===== config.mk =====
export PLATFORM = sky130hd
export DESIGN_NAME = rot_pattern_seq
export DESIGN_NICKNAME = d
export VERILOG_FILES = /design/src/rtl/rot_pattern_seq.sv
export SDC_FILE = /design/constraint.sdc
export NUM_CORES = 1
export LEC_CHECK = 0
export CORE_MARGIN = 2
export CORE_UTILIZATION = 49
export DETAILED_ROUTE_END_ITERATION = 16
export PLACE_DENSITY = 0.8
export RECOVER_POWER = 100
export SLEW_MARGIN = 20
export SYNTH_ARGS = -nofsm -noshare
export SYNTH_HDL_FRONTEND = slang
export SYNTH_SLANG_ARGS = --single-unit

===== constraint.sdc =====
create_clock -name clk -period 2 [get_ports clk]
set_clock_uncertainty 0.15 [all_clocks]
set_input_delay 0.6 -clock clk [delete_from_list [all_inputs] [get_ports clk]]
set_output_delay 0.6 -clock clk [all_outputs]
set_load 0.02 [all_outputs]

===== src/rtl/rot_pattern_seq.sv =====
// Rotating-pattern sequencer: holds an 8-bit pattern, steps a 3-bit shift count
// every PERIOD cycles and produces the registered rotated pattern.
module rot_pattern_seq #(
  parameter int unsigned PERIOD = 4
) (
  input  logic       clk,
  input  logic       reset,
  input  logic       load,
  input  logic [7:0] pat_in,
  input  logic       dir_in,
  input  logic       bounce_in,
  input  logic       stop,
  output logic [7:0] a_out,
  output logic [2:0] sc_out,
  output logic       dir_out,
  output logic [7:0] rot_out,
  output logic       step_pulse,
  output logic       wrap,
  output logic       o_dbg_state
);

  localparam int unsigned   TW   = (PERIOD > 1) ? $clog2(PERIOD) : 1;
  localparam logic [TW-1:0] TMAX = TW'(PERIOD - 1);

  typedef enum logic {
    S_IDLE = 1'b0,
    S_RUN  = 1'b1
  } state_t;

  state_t        r_state;
  state_t        w_state_nxt;
  logic [TW-1:0] r_timer;
  logic [TW-1:0] w_timer_nxt;
  logic [7:0]    r_a;
  logic [7:0]    w_a_nxt;
  logic [2:0]    r_sc;
  logic [2:0]    w_sc_nxt;
  logic          r_dir;
  logic          w_dir_nxt;
  logic          r_bounce;
  logic          w_bounce_nxt;
  logic [7:0]    r_rot;
  logic [7:0]    w_rot_nxt;
  logic          r_step;
  logic          w_step_nxt;
  logic          r_wrap;
  logic          w_wrap_nxt;

  // Pure 8-bit rotate: right = 1 rotates toward bit 0, count 0 is identity.
  function automatic logic [7:0] rotate8(input logic [7:0] a, input logic [2:0] n,
                                         input logic right);
    logic [15:0] dbl;
    dbl = {a, a};
    if (right) dbl = dbl >> n;
    else       dbl = dbl << n;
    return right ? dbl[7:0] : dbl[15:8];
  endfunction

  always_ff @(posedge clk) begin
    if (reset) begin
      r_state  <= S_IDLE;
      r_timer  <= '0;
      r_a      <= 8'd0;
      r_sc     <= 3'd0;
      r_dir    <= 1'b0;
      r_bounce <= 1'b0;
      r_rot    <= 8'd0;
      r_step   <= 1'b0;
      r_wrap   <= 1'b0;
    end else begin
      r_state  <= w_state_nxt;
      r_timer  <= w_timer_nxt;
      r_a      <= w_a_nxt;
      r_sc     <= w_sc_nxt;
      r_dir    <= w_dir_nxt;
      r_bounce <= w_bounce_nxt;
      r_rot    <= w_rot_nxt;
      r_step   <= w_step_nxt;
      r_wrap   <= w_wrap_nxt;
    end
  end

  // Load beats stop beats stepping; a load edge never steps.
  always_comb begin
    w_state_nxt  = r_state;
    w_timer_nxt  = r_timer;
    w_a_nxt      = r_a;
    w_sc_nxt     = r_sc;
    w_dir_nxt    = r_dir;
    w_bounce_nxt = r_bounce;
    w_step_nxt   = 1'b0;
    w_wrap_nxt   = 1'b0;
    w_rot_nxt    = rotate8(r_a, r_sc, r_dir);

    if (load) begin
      w_state_nxt  = S_RUN;
      w_timer_nxt  = '0;
      w_a_nxt      = pat_in;
      w_sc_nxt     = 3'd0;
      w_dir_nxt    = dir_in;
      w_bounce_nxt = bounce_in;
    end else if (stop) begin
      w_state_nxt = S_IDLE;
    end else if (r_state == S_RUN) begin
      if (r_timer == TMAX) begin
        w_timer_nxt = '0;
        w_sc_nxt    = r_sc + 3'd1;
        w_step_nxt  = 1'b1;
        if (r_sc == 3'd7) begin
          w_wrap_nxt = 1'b1;
          if (r_bounce) w_dir_nxt = ~r_dir;
        end
      end else begin
        w_timer_nxt = r_timer + 1'b1;
      end
    end
  end

  assign a_out       = r_a;
  assign sc_out      = r_sc;
  assign dir_out     = r_dir;
  assign rot_out     = r_rot;
  assign step_pulse  = r_step;
  assign wrap        = r_wrap;
  assign o_dbg_state = r_state;

  a_wrap_has_step: assert property (@(posedge clk) disable iff (reset) wrap |-> step_pulse);

endmodule

; Word-level counts from Yosys, hierarchy flattened
; Cells that the tools add are included.
[word_totals]
reg_bits = 26
latchBits = 0
ramBits = 0
romBits = 0
inputBits = 14
out_inout_bits = 23
word_cells = 44
n_memories = 0
[classes]
add_sub_neg = 2
multipliers = 0
n_div = 0
order_cmp = 0
eq_ne = 3
shifts = 2
n_mux = 13
bitwise = 4
reduce_logical = 11
[ops]
columns = operator, count
row1 = 16-bit 2-to-1 mux, 1
row2 = 16-bit by 3-bit left shift with 16-bit output, 1
row3 = 16-bit by 3-bit >> shifter with 16-bit output, 1
row4 = 1-bit 2-to-1 mux, 10
row5 = 2-bit nonzero test, 5
row6 = 8-bit 2-to-1 mux, 1
row7 = 5-bit AND reduction, 1
row8 = 5-bit OR reduction, 1
row9 = 1-bit NOT, 4
row10 = 4-bit OR reduction, 1
row11 = 3-bit by 1-bit adder with 3-bit output (second input constant), 1
row12 = 3-bit == test (second input constant), 1
row13 = 3-bit AND reduction, 1
row14 = 2-bit by 1-bit adder with 2-bit output (second input constant), 1
row15 = 2-bit == test (second input constant), 1
row16 = 2-bit 2-to-1 mux, 1
row17 = 2-bit inequality test (second input constant), 1
row18 = 2-bit AND reduction, 1
row19 = 2-bit OR reduction, 1

; Longest topological paths before layout
[logic_depth]
ltp_word = 7
mapped_depth = 5

; Least setup slack after synthesis
; Ideal clock, no wire load.
[synth_timing]
path_type = register to register
startpoint = register r_sc[0] (netlist: sc_out[0])
endpoint = register r_rot[5] (netlist: rot_out[5])
setup_time_ns = 0.130
t_arrival_ns = 1.475
slack_ns = 0.246
path_stages_with_launch = 6
path_buffers = 2
cell_sequence = dfxtp_1 -> buf_6 -> buf_12 -> mux4_2 -> mux2i_1 -> o22ai_1
[synth_via]
elab_chain_len = 3
elab_cells_between_ends = 4
[synth_rtl]
columns = item, line
row1 = start: declaration, 36  ; logic [2:0] r_sc;
row2 = start signal: assignment, 74  ; r_sc <= w_sc_nxt;
row3 = 16-bit by 3-bit left shift with 16-bit output or 16-bit by 3-bit >> shifter with 16-bit output (tied branches), "55, 54"
row4 = 16-bit 2-to-1 mux (*), 54  ; if (right) dbl = dbl >> n;
row5 = 8-bit 2-to-1 mux (*), 56  ; return right ? dbl[7:0] : dbl[15:8];
row6 = end signal: assignment, 77  ; r_rot <= w_rot_nxt;
row7 = end: declaration, 42  ; logic [7:0] r_rot;
; Mark *: on every way between the ends. The rest lies on a longest branch, timed or not.
; A chain may end at the register's enable or synchronous reset.

; Worst setup path in the final report
[layout_timing]
startpoint = register r_dir (netlist: dir_out)
endpoint = output dir_out
[layout_rtl]
columns = item, line
row1 = start: declaration, 38  ; logic r_dir;
row2 = start signal: assignment, 75  ; r_dir <= w_dir_nxt;
row3 = end: declaration, 15  ; output logic dir_out,
; No word-level cell between the ends.

==> results.md <==
- Share of the cycle needed by the critical path after routing: 92.0%
- Number of slew-limit violations in the final report: 0
- Number of antenna violations at the first check in global routing: 0
- GR Overflow Total: 0
- Part of the total power dissipated in sequential elements: 49.2%
- Router iterations before antenna repair: 4
- Aggregate routed wire length: 3.23 mm
- Routed via count: 1197
- Width of the die: 59.8 microns
- Clock network fraction of total power: 32.6%
- Clock slew seen by the registers of the worst setup and hold paths: 0.15 ns
- Peak per-stage delay on the critical path: 0.42 ns
- CTS tree: yes
- Buffer and inverter count on the worst path: 1
- Leakage power figure: 0.853 nW
- CP startpoint kind: flip-flop
- Crit Path Max Fanout: 5
- Kind of critical path: flip-flop to output pin
- Total power divided by cell area: 561 nW/um^2
- IO Pins: 37
- Net Sw Power: 272 uW
- Sequential share of the synthesized area: 34.1%
- Total number of nets in the final design: 188
- HPWL Detailed: 2.46 mm
- Die area: 3580 sq um
- Maximum operating frequency: 543 MHz
- Slowest cell on the critical path: sky130_fd_sc_hd__dfxtp_1
- Final worst path period need: 1.84 ns
- Net Count, Synth: 143
- Yosys cell types: 26
- Cell internal power dissipation: 845 uW
- Number of warnings issued by yosys: 0
- Total standard cell area after synthesis: 1530 sq um
- Clock tree buffer depth: 2
- Overall die height: 59.8 microns
- Worst slack on hold paths: 0.386 ns
- Worst EP required: 1.25 ns
- Signed area change from the synthesized netlist to the final layout: 30.3%
- Fin area: 1990 sq um
- GRT Overall Usage: 19.8%
- Category of cells accounting for the largest share of critical-path delay: flip-flops
- Fraction of power spent switching nets: 24.4%
- Routability congestion estimate: 0.815
- Ordered cell list for the critical path: dlygate4sd2_1
- Worst ir drop on vdd: 0.398 mV
- Maximum capacitance violations: 0
- Hold buffer count at CTS: 0
- Flip-flop and latch count after synthesis: 26
- Slew at the pin closest to its max-slew limit: 0.323 ns
- Crit path arrival time: 1.09 ns
- Most frequently used flop master after synthesis: sky130_fd_sc_hd__dfxtp_1
- Result of the run: completed
- Count of endpoints failing hold in the final timing report: 0
- Total clock sinks: 26
- Sort of element at the end of the critical path: output pin
- Number of buffers created by CTS: 3
- Clock tree root driver cell: sky130_fd_sc_hd__clkbuf_4
- Initial drt markers: 25
- Setup-violating endpoint count in the final report: 0
- Vias per inst: 5.90
- Worst slew margin relative to its limit: 78.5%
- Count of flip-flops with a built-in enable after synthesis: 0
- Standard cell area after detailed placement: 1980 sq um
- Starting Density: 50.9%
- Antenna violation net count after detailed routing: 0
- Unrepaired setup endpoints after global routing: false
- H-tree Lvls: 1
- Number of placement rows: 20
- Maximum number of pins on one net before global-route repair: 19
- Avg Synthesized Cell Area: 12.1 sq um
- Latest clock arrival within the worst-skew pair: 0.32 ns
- Fin util: 66.3%
- Post-detailed-route DRC marker count: 0
- IO buf count: 36
- Via count of the first global-routing pass: 1182
- Combinational share of power: 18.2%
- Routed length per placed instance: 15.9 microns
- Gate Count Post-Synth: 126
- Core footprint: 3000 sq um
- Path class of the lowest-slack min-delay path: flip-flop to flip-flop
- First-pass GRT wire length: 5.33 mm
- Proportion of layout cells with a drive suffix above 1: 13.5%
- Proportion of register bits with asynchronous set or reset after synthesis: 0%
- Antenna diode count: 0
layout by cell type (no fill, tap or decap), types with 3 or more instances in the layout:
| master | instances |
|---|---|
| sky130_fd_sc_hd__buf_4 | 13 |
| sky130_fd_sc_hd__clkbuf_1 | 3 |
| sky130_fd_sc_hd__clkbuf_4 | 3 |
| sky130_fd_sc_hd__clkdlybuf4s50_1 | 11 |
| sky130_fd_sc_hd__dfxtp_1 | 26 |
| sky130_fd_sc_hd__dlygate4sd2_1 | 21 |
| sky130_fd_sc_hd__ha_1 | 3 |
| sky130_fd_sc_hd__mux2i_1 | 27 |
| sky130_fd_sc_hd__mux4_1 | 13 |
| sky130_fd_sc_hd__mux4_2 | 3 |
| sky130_fd_sc_hd__nand2_1 | 3 |
| sky130_fd_sc_hd__nor2_1 | 17 |
| sky130_fd_sc_hd__o22ai_1 | 8 |
cell usage after synthesis (2+ instances only):
cell | instances | area share (%)
sky130_fd_sc_hd__a21oi_1 | 2 | 0.66
sky130_fd_sc_hd__mux4_1 | 13 | 22
sky130_fd_sc_hd__nand2_1 | 3 | 0.74
sky130_fd_sc_hd__nor2_1 | 17 | 4.2
sky130_fd_sc_hd__dfxtp_1 | 26 | 34
sky130_fd_sc_hd__mux2i_1 | 27 | 18
sky130_fd_sc_hd__mux4_2 | 3 | 4.4
sky130_fd_sc_hd__o22ai_1 | 8 | 3.3
sky130_fd_sc_hd__buf_1 | 3 | 0.74
sky130_fd_sc_hd__buf_2 | 4 | 1.3
sky130_fd_sc_hd__nand3_1 | 2 | 0.66
sky130_fd_sc_hd__or2_2 | 2 | 0.82
sky130_fd_sc_hd__ha_1 | 3 | 2.5
layer usage:
metal	track usage [%]	up-vias	share of wire (%)	wire, microns
li1	-	575	-	-
met1	25.6	579	44	1430
met2	33.4	39	50	1600
met3	4.98	4	5.5	177
met4	4.44	0	0.53	17
met5	0	-	0	0
final cells by class:
class | instances | area (sq um)
fillers | 245 | 1010
multi-input cells | 88 | 930
flip-flops and latches | 26 | 520
repair buffers | 51 | 443
well taps | 33 | 41.3
clock inverters | 1 | 30.0
clock buffers | 3 | 22.5
inverters | 1 | 3.75
logic make-up after synthesis:
group,count (synthesis),share of synthesized area (%)
mux,43,44.5
simple gates,29,8.52
flops,26,34.1
fa+ha+maj,3,2.46
xor+xnor,1,0.573
compound gates,12,4.83
buf+inv,12,5.08
power by group through the flow:
stage | clock network [mW] | logic, mW | registers [mW]
after global placement | 0 | 0.210 | 0.561
after CTS | 0.369 | 0.208 | 0.550
final | 0.364 | 0.203 | 0.550
after global routing | 0.384 | 0.219 | 0.553
after floorplan | 0 | 0.0815 | 0.594
after detailed placement | 0 | 0.219 | 0.562
tightest hold or removal path, cell delays in order, from the launching register on:
cell	delay (ns)
sky130_fd_sc_hd__dfxtp_1	0.36
sky130_fd_sc_hd__mux2i_1	0.07
sky130_fd_sc_hd__nor2_1	0.08
state kept, by name (all words and copies together), names as in the netlist, 2 cells and up:
name and cells:
a_out 8, sc_out 3, rot_out 8, r_timer 2
metrics by stage:
| step | setup TNS [ns] | worst slack (ns) | total power [mW] | cells |
|---|---|---|---|---|
| after global routing | 0 | 0.0718 | 1.16 | 203 |
| after detailed placement | -0.0378 | -0.0378 | 0.781 | 199 |
| after floorplan | 0 | 0.246 | 0.676 | 126 |
| after CTS | 0 | 0.000934 | 1.13 | 203 |
| final | 0 | 0.160 | 1.12 | 203 |
| after global placement | -0.00324 | -0.00324 | 0.771 | 199 |
final timing paths:
path | cells after the start | from | slack [ns] | to
setup / recovery | 1 | dir_out$_SDFFE_PP0P_ | 0.16 | dir_out
hold / removal | 2 | r_timer[1]$_SDFFE_PP0P_ | 0.39 | r_timer[1]$_SDFFE_PP0P_
setup reg to reg | 6 | sc_out[1]$_SDFFE_PP0P_ | 0.21 | dir_out$_SDFFE_PP0P_
hold reg to reg | 2 | r_timer[1]$_SDFFE_PP0P_ | 0.39 | r_timer[1]$_SDFFE_PP0P_
what timing repair did:
item,CTS,global route
pin swaps,0,0
setup endpoints to repair,21,2
buffers inserted,0,0
gates resized for setup,21,2
(Power assumes the default switching activity.)
